**config.mk**
```make
export PLATFORM = sky130hd
export DESIGN_NAME = run_dump_controller_flat
export DESIGN_NICKNAME = d
export VERILOG_FILES = /design/src/rtl/run_dump_controller_pkg.sv /design/src/rtl/run_dump_controller_if.sv /design/src/rtl/run_dump_controller_trace_ring.sv /design/src/rtl/run_dump_controller.sv /design/src/flat_wrapper.sv
export SDC_FILE = /design/constraint.sdc
export NUM_CORES = 1
export LEC_CHECK = 0
export CORE_MARGIN = 4
export CORE_UTILIZATION = 58
export DETAILED_ROUTE_END_ITERATION = 8
export PLACE_DENSITY = 0.79
export SLEW_MARGIN = 20
export SYNTH_ARGS = -nofsm -noshare
export SYNTH_HDL_FRONTEND = slang
export SYNTH_HIERARCHICAL = 1
export SYNTH_SLANG_ARGS = --single-unit
```
**constraint.sdc**
```tcl
create_clock -name clk -period 4.3 [get_ports clk]
set_clock_uncertainty 0.2 [all_clocks]
set_input_delay 0.645 -clock clk [delete_from_list [all_inputs] [get_ports clk]]
set_output_delay 0.645 -clock clk [all_outputs]
set_load 0.01 [all_outputs]
```
**src/rtl/run_dump_controller_pkg.sv**
```systemverilog
// Shared constants for the end-of-run capture engine:
// FSM encodings, stream tags and the halt opcode.
package run_dump_pkg;

   typedef enum logic [2:0] {
      RUN   = 3'd0,
      TRACE = 3'd1,
      REGS  = 3'd2,
      MEMS  = 3'd3,
      DONE  = 3'd4
   } state_e;

   localparam logic [2:0] ST_RUN   = RUN;
   localparam logic [2:0] ST_TRACE = TRACE;
   localparam logic [2:0] ST_REGS  = REGS;
   localparam logic [2:0] ST_MEMS  = MEMS;
   localparam logic [2:0] ST_DONE  = DONE;

   localparam logic [1:0] TAG_PC  = 2'd0;
   localparam logic [1:0] TAG_REG = 2'd1;
   localparam logic [1:0] TAG_MEM = 2'd2;

   localparam logic [31:0] HALT_INST = 32'h0;

endpackage

```
**src/rtl/run_dump_controller_if.sv**
```systemverilog
// Valid/ready dump stream carrying tagged beats
// from the capture engine to its consumer.
interface run_dump_controller_if #(
   parameter int WIDTH = 32
);
   logic             out_valid;
   logic             out_ready;
   logic [WIDTH-1:0] out_data;
   logic [1:0]       out_tag;
   logic             out_last;

   modport master (
      output out_valid, out_data, out_tag, out_last,
      input  out_ready
   );

   modport slave (
      input  out_valid, out_data, out_tag, out_last,
      output out_ready
   );
endinterface

```
**src/rtl/run_dump_controller_trace_ring.sv**
```systemverilog
// Circular PC trace: saturating fill count and a read port
// indexed relative to the oldest stored entry.
module trace_ring #(
   parameter  int WIDTH = 32,
   parameter  int DEPTH = 16,
   localparam int AW    = $clog2(DEPTH)
) (
   input  logic             clk,
   input  logic             reset,
   input  logic             wr_en_i,
   input  logic [WIDTH-1:0] wr_data_i,
   input  logic [AW-1:0]    rd_idx_i,
   output logic [WIDTH-1:0] rd_data_o,
   output logic [AW:0]      count_o
);

   logic [WIDTH-1:0] mem_q [DEPTH];
   logic [AW-1:0]    wp_q, wp_d;
   logic [AW:0]      count_q, count_d;
   logic [AW-1:0]    rd_ptr;

   always_comb begin
      wp_d    = wp_q;
      count_d = count_q;
      if (wr_en_i) begin
         wp_d = wp_q + 1'b1;
         if (count_q != (AW+1)'(DEPTH))
            count_d = count_q + 1'b1;
      end
   end

   // When full the low count bits wrap to 0, so wp itself is the oldest slot.
   assign rd_ptr    = wp_q - count_q[AW-1:0] + rd_idx_i;
   assign rd_data_o = mem_q[rd_ptr];
   assign count_o   = count_q;

   always_ff @(posedge clk) begin
      if (reset) begin
         wp_q    <= '0;
         count_q <= '0;
      end else begin
         wp_q    <= wp_d;
         count_q <= count_d;
      end
   end

   always_ff @(posedge clk) begin
      if (wr_en_i)
         mem_q[wp_q] <= wr_data_i;
   end

endmodule

```
**src/rtl/run_dump_controller.sv**
```systemverilog
// End-of-run capture: records a PC trace while running, then streams
// the trace, register file and a data-memory window on halt or timeout.
module run_dump_controller
   import run_dump_pkg::*;
#(
   parameter  int               WIDTH       = 32,
   parameter  int               NUM_REGS    = 32,
   parameter  logic [WIDTH-1:0] MEM_BASE    = 'h4000,
   parameter  int               MEM_WORDS   = 4,
   parameter  int               MEM_DW      = 8,
   parameter  int               TRACE_DEPTH = 16,
   parameter  int               MAX_CYCLES  = 64,
   localparam int               RW          = $clog2(NUM_REGS)
) (
   input  logic                  clk,
   input  logic                  reset,
   input  logic [WIDTH-1:0]      pc_i,
   input  logic [31:0]           inst_i,
   output logic [RW-1:0]         rf_addr_o,
   input  logic [WIDTH-1:0]      rf_data_i,
   output logic [WIDTH-1:0]      mem_addr_o,
   input  logic [MEM_DW-1:0]     mem_data_i,
   run_dump_controller_if.master out_if,
   output logic                  halted_o,
   output logic                  timeout_o,
   output logic                  done_o
);

   localparam int AW   = $clog2(TRACE_DEPTH);
   localparam int IM0  = (TRACE_DEPTH > NUM_REGS) ? TRACE_DEPTH : NUM_REGS;
   localparam int IMAX = (IM0 > MEM_WORDS) ? IM0 : MEM_WORDS;
   localparam int IW   = $clog2(IMAX + 1);
   localparam int CW   = $clog2(MAX_CYCLES + 1);

   logic [2:0]       state_q, state_d;
   logic [CW-1:0]    cycles_q, cycles_d;
   logic [IW-1:0]    idx_q, idx_d;
   logic             halted_q, halted_d;
   logic             timeout_q, timeout_d;
   logic             done_q, done_d;

   logic             run, is_halt, is_budget, fire;
   logic [AW:0]      count;
   logic [WIDTH-1:0] trace_data;

   assign run       = (state_q == ST_RUN);
   assign is_halt   = (inst_i == HALT_INST);
   assign is_budget = (cycles_q == CW'(MAX_CYCLES - 1));
   assign fire      = out_if.out_valid && out_if.out_ready;

   trace_ring #(
      .WIDTH (WIDTH),
      .DEPTH (TRACE_DEPTH)
   ) u_ring (
      .clk       (clk),
      .reset     (reset),
      .wr_en_i   (run),
      .wr_data_i (pc_i),
      .rd_idx_i  (idx_q[AW-1:0]),
      .rd_data_o (trace_data),
      .count_o   (count)
   );

   always_comb begin
      state_d   = state_q;
      cycles_d  = cycles_q;
      idx_d     = idx_q;
      halted_d  = halted_q;
      timeout_d = timeout_q;
      done_d    = done_q;
      case (state_q)
         ST_RUN: begin
            cycles_d = cycles_q + 1'b1;
            if (is_halt || is_budget) begin
               state_d   = ST_TRACE;
               idx_d     = '0;
               halted_d  = is_halt;
               timeout_d = is_budget;
            end
         end
         ST_TRACE: if (fire) begin
            if (idx_q == IW'(count) - 1'b1) begin
               state_d = ST_REGS;
               idx_d   = '0;
            end else
               idx_d = idx_q + 1'b1;
         end
         ST_REGS: if (fire) begin
            if (idx_q == IW'(NUM_REGS - 1)) begin
               state_d = ST_MEMS;
               idx_d   = '0;
            end else
               idx_d = idx_q + 1'b1;
         end
         ST_MEMS: if (fire) begin
            if (idx_q == IW'(MEM_WORDS - 1)) begin
               state_d = ST_DONE;
               done_d  = 1'b1;
            end else
               idx_d = idx_q + 1'b1;
         end
         default: ;
      endcase
   end

   always_comb begin
      out_if.out_valid = 1'b0;
      out_if.out_data  = '0;
      out_if.out_tag   = TAG_PC;
      out_if.out_last  = 1'b0;
      rf_addr_o        = '0;
      mem_addr_o       = '0;
      unique case (1'b1)
         (state_q == ST_TRACE): begin
            out_if.out_valid = 1'b1;
            out_if.out_data  = trace_data;
         end
         (state_q == ST_REGS): begin
            out_if.out_valid = 1'b1;
            out_if.out_tag   = TAG_REG;
            rf_addr_o        = idx_q[RW-1:0];
            out_if.out_data  = rf_data_i;
         end
         (state_q == ST_MEMS): begin
            out_if.out_valid = 1'b1;
            out_if.out_tag   = TAG_MEM;
            mem_addr_o       = MEM_BASE + WIDTH'(idx_q);
            out_if.out_data  = WIDTH'(mem_data_i);
            out_if.out_last  = (idx_q == IW'(MEM_WORDS - 1));
         end
         default: ;
      endcase
   end

   always_ff @(posedge clk) begin
      if (reset) begin
         state_q   <= ST_RUN;
         cycles_q  <= '0;
         idx_q     <= '0;
         halted_q  <= 1'b0;
         timeout_q <= 1'b0;
         done_q    <= 1'b0;
      end else begin
         state_q   <= state_d;
         cycles_q  <= cycles_d;
         idx_q     <= idx_d;
         halted_q  <= halted_d;
         timeout_q <= timeout_d;
         done_q    <= done_d;
      end
   end

   assign halted_o  = halted_q;
   assign timeout_o = timeout_q;
   assign done_o    = done_q;

endmodule

```
**src/flat_wrapper.sv**
```systemverilog
// flat-port wrapper written by rule: the top's interface ports become plain ports
module run_dump_controller_flat import run_dump_pkg::*;
#(
   parameter  int               WIDTH       = 32,
   parameter  int               NUM_REGS    = 32,
   parameter  logic [WIDTH-1:0] MEM_BASE    = 'h4000,
   parameter  int               MEM_WORDS   = 4,
   parameter  int               MEM_DW      = 8,
   parameter  int               TRACE_DEPTH = 16,
   parameter  int               MAX_CYCLES  = 64,
   localparam int               RW          = $clog2(NUM_REGS)
)
  (clk, reset, pc_i, inst_i, rf_addr_o, rf_data_i, mem_addr_o, mem_data_i, halted_o, timeout_o, done_o, out_if_out_valid, out_if_out_data, out_if_out_tag, out_if_out_last, out_if_out_ready);
  run_dump_controller_if #(.WIDTH(WIDTH)) out_if_i ();
  input  logic clk;
  input  logic reset;
  input  logic [WIDTH-1:0] pc_i;
  input  logic [31:0] inst_i;
  output logic [RW-1:0] rf_addr_o;
  input  logic [WIDTH-1:0] rf_data_i;
  output logic [WIDTH-1:0] mem_addr_o;
  input  logic [MEM_DW-1:0] mem_data_i;
  output logic halted_o;
  output logic timeout_o;
  output logic done_o;
  output wire logic [$bits(out_if_i.out_valid)-1:0] out_if_out_valid;
  output wire logic [$bits(out_if_i.out_data)-1:0] out_if_out_data;
  output wire logic [$bits(out_if_i.out_tag)-1:0] out_if_out_tag;
  output wire logic [$bits(out_if_i.out_last)-1:0] out_if_out_last;
  input wire logic [$bits(out_if_i.out_ready)-1:0] out_if_out_ready;
  assign out_if_out_valid = out_if_i.out_valid;
  assign out_if_out_data = out_if_i.out_data;
  assign out_if_out_tag = out_if_i.out_tag;
  assign out_if_out_last = out_if_i.out_last;
  assign out_if_i.out_ready = out_if_out_ready;
  run_dump_controller #(.WIDTH(WIDTH), .NUM_REGS(NUM_REGS), .MEM_BASE(MEM_BASE), .MEM_WORDS(MEM_WORDS), .MEM_DW(MEM_DW), .TRACE_DEPTH(TRACE_DEPTH), .MAX_CYCLES(MAX_CYCLES)) u_core (.clk(clk), .reset(reset), .pc_i(pc_i), .inst_i(inst_i), .rf_addr_o(rf_addr_o), .rf_data_i(rf_data_i), .mem_addr_o(mem_addr_o), .mem_data_i(mem_data_i), .out_if(out_if_i), .halted_o(halted_o), .timeout_o(timeout_o), .done_o(done_o));
endmodule
```
==> flow_metrics.tcl <==
set metrics [dict create \
    num_io_pins 183 \
    cp.arrival_ns 3.97 \
    fin_crit_sh 1.12 \
    regToRegEndpoint "u_core/u_ring/mem_q[3][12]" \
    fmax_mhz 208 \
    drv_slew 0 \
    grt_pass1_wl_um 81600 \
    drive_above_1_share 0.323 \
    hp-start "u_core/done_o" \
    fin_util 0.729 \
    finalNonFillerCells 2003 \
    finalSetupViolCount 32 \
    grt_antenna_before_repair 4 \
    antenna_left 0 \
    ys.flop_type "edfxtp_1" \
    fillers 2167 \
    synth_area_per_cell_sq_um 18.5 \
    crit_path_end_kind "output pin" \
    fin_crit_ns 4.82 \
    cp_slowest_cell "fa_4" \
    maxSlewHeadroom 0.461 \
    syn2layout_area_growth_pct 24.0 \
    place_congestion 0.768 \
    synth_top_area_share 0.694 \
    ys_ff_latch 540 \
    syn-instance-count 1196 \
    h-tree-depth 2 \
    cts.clk_slew.worst_paths_ns 0.06 \
    grt_pass1_vias 12900 \
    worstMarginPinSlew_ns 0.806 \
    reg2reg_from "u_core/state_q[2]" \
    design_area_sq_um 27500 \
    min_delay_path_depth 2 \
    ff2ff_path_depth 6 \
    cts_sinks 540 \
    initial_core_util 0.588 \
    critical_path_class "flop to output pin" \
    postCtsHoldBufs 0 \
    path_max_fanout 11 \
    finalHoldViolCount 0 \
    path_cells "inv_2 > fa_1 > inv_2 > fa_4 > buf_12 > buf_4 > buf_12 > mux4_2 > nand3_1 > nand4_1 > a22o_1 > buf_2" \
    placed_cell_area_sq_um 24800 \
    async_flop_share 0 \
    synth.largest_area_cell "edfxtp_1" \
    row_count 71 \
    placedCellCount 1865 \
    yosys_warnings 6 \
    cts_tree "done" \
    min_path_type "flop to flop" \
    fp.dieW_um 203 \
    r2r_slack_ns 1.22 \
    grt_max_degree 50 \
    setup_slack_ns -0.517 \
    cts.path.max_buffers 3 \
    crit_family "adder cells" \
    critPathBufInv 6 \
    crit_path_start_kind "flop" \
    register_area_sq_um 15900 \
    avgRoutedWirePerCell_um 28.0 \
    min_to "u_core/done_o" \
    cts_root_buffer "clkbuf_16" \
    core_sq_um 37700 \
    synth_area_leaders "edfxtp_1 69%, mux4_2 13%, nand3_1 3.0%" \
    violations "negative setup slack" \
    grtUsageTotal 0.265 \
    drtIter0Drc 1531 \
    numCtsBuffers 51 \
    rsz0062_at_grt "true" \
    remaining_drc_errors 0 \
    clk-insertion-delay-late_ns 0.59 \
    grt_overflow_total 0 \
    via_per_inst 6.41 \
    drt_wl_total_um 56000 \
    die_y_um 203 \
    dr.pass1.iters 6 \
    syn_area_sq_um 22100 \
    multi_input_comb_area_sq_um 6200 \
    required_ns 3.45 \
    vias 12800 \
    finalNetCount 1573 \
    die-area_sq_um 41400 \
    synth_edf_count 512 \
    yosysSeqAreaShare 0.720 \
    port_buffers 157 \
    maxCapViolCount 0 \
    status "finished with violations" \
    critical-path-max-stage-delay_ns 0.84 \
    ys_types 62 \
    dp.final_hpwl_um 30200 \
]
-- metal layers --
metal  wire length (um)  track usage  share of wire
met5                 13            0        0.00023
met4               1630       0.0884          0.029
met1              20500        0.366           0.37
met2              27900        0.429           0.50
met3               6030       0.0587           0.11
-- worst max path at each step --
stage | from | end | slack [ns] | cells past startpoint
4_1_cts | u_core/u_ring/wp_q[1] | out_if_out_data[4] | -0.58 | 13
3_3_place_gp | u_core/idx_q[1] | out_if_out_data[10] | -0.08 | 11
3_5_place_dp | u_core/idx_q[1] | out_if_out_data[10] | -0.13 | 11
6_report | u_core/u_ring/wp_q[1] | out_if_out_data[28] | -0.52 | 12
5_1_grt | u_core/u_ring/wp_q[1] | out_if_out_data[28] | -0.57 | 12
2_1_floorplan | u_core/idx_q[1] | out_if_out_data[5] | 0.30 | 12
-- synthesized netlist by cell type, drive strengths merged, types with 2 or more instances --
library cell / n
nor4: 8
nand2b: 4
fa: 3
nor3b: 4
nor2: 40
a21o: 4
a22oi: 9
nand4: 39
a21oi: 10
mux2i: 3
o2bb2ai: 3
ha: 13
o21ai: 7
a31oi: 3
and3: 3
clkbuf: 43
edfxtp: 512
mux4: 128
dfxtp: 28
o31ai: 5
inv: 16
mux2: 8
and2: 27
or2: 2
nand2: 15
xnor2: 13
buf: 54
a22o: 24
nor3: 5
or3: 4
a211oi: 2
nand3: 131
o311ai: 2
xor2: 12
-- cells by family (layout without fill, tap and decap cells) --
logic type,Yosys count,in the layout,synth area share
AOI/OAI and AO/OA,74,74,0.0255
xor gates and xnor gates,25,25,0.0121
adders and majority gates,16,16,0.0101
buffers and inverters,114,384,0.0273
DFF,540,540,0.720
muxes,139,139,0.136
other,1,27,0.000169
and+or+nand+nor,287,287,0.0697
-- worst reg2reg max path: cells and delay by family, from the launching register on --
kind	cells	cell delay [ns]
buf+inv	3	0.71
flops	1	0.36
simple gates	3	1.51
-- cells in the final DEF, fill, tap and decap left out, types with 12 or more instances in the layout --
| cell type | netlist | routed |
|---|---|---|
| edfxtp_1 | 512 | 512 |
| mux4_2 | 128 | 128 |
| clkdlybuf4s50_1 | 0 | 125 |
| nand3_2 | 0 | 68 |
| buf_4 | 28 | 64 |
| nand3_1 | 131 | 63 |
| clkbuf_16 | 0 | 53 |
| nand4_1 | 39 | 39 |
| nor2_1 | 39 | 39 |
| buf_2 | 22 | 29 |
| buf_12 | 0 | 28 |
| conb_1 | 1 | 25 |
| dfxtp_1 | 28 | 25 |
| a22o_1 | 24 | 24 |
| and2_2 | 0 | 16 |
| nand2_1 | 15 | 15 |
| buf_6 | 2 | 13 |
| inv_1 | 16 | 13 |
| ha_1 | 13 | 12 |
-- repair_timing --
action | 4_1_cts | 5_1_grt
pin swaps | 34 | 59
cloned | 6 | 2
setup endpoints to repair | 32 | 32
setup buffers | 17 | 21
gates resized for setup | 181 | 66
-- layout make-up --
class,instances,area share
flip-flops and latches,540,0.580
multi-input cells,566,0.226
repair buffers,274,0.105
clock buffers,58,0.0474
well taps,511,0.0233
clock inverters,35,0.0156
inverters,17,0.00251
diodes,2,0.000182
-- sequential cells by signal, summed over array words and instances (netlist names) --
name,flops
u_core/timeout_o,1
u_core/halted_o,1
u_core/u_ring/count_o,5
u_core/state_q,3
u_core/cycles_q,7
u_core/done_o,1
u_core/idx_q,6
u_core/u_ring/wp_q,4
u_core/u_ring/mem_q,512
-- per-stage QoR --
stage	hold slack (ns)	setup WS (ns)	TNS (ns)
floorplan	0.254	0.296	0
global placement	0.250	-0.0751	-0.657
global route	0.315	-0.565	-14.70
detailed placement	0.259	-0.130	-1.82
finish	0.269	-0.517	-12.08
CTS	0.274	-0.579	-13.45
Power is left out: the tool's default activity adds up to more than one toggle a clock period on the data nets, which glitch-free logic cannot reach.
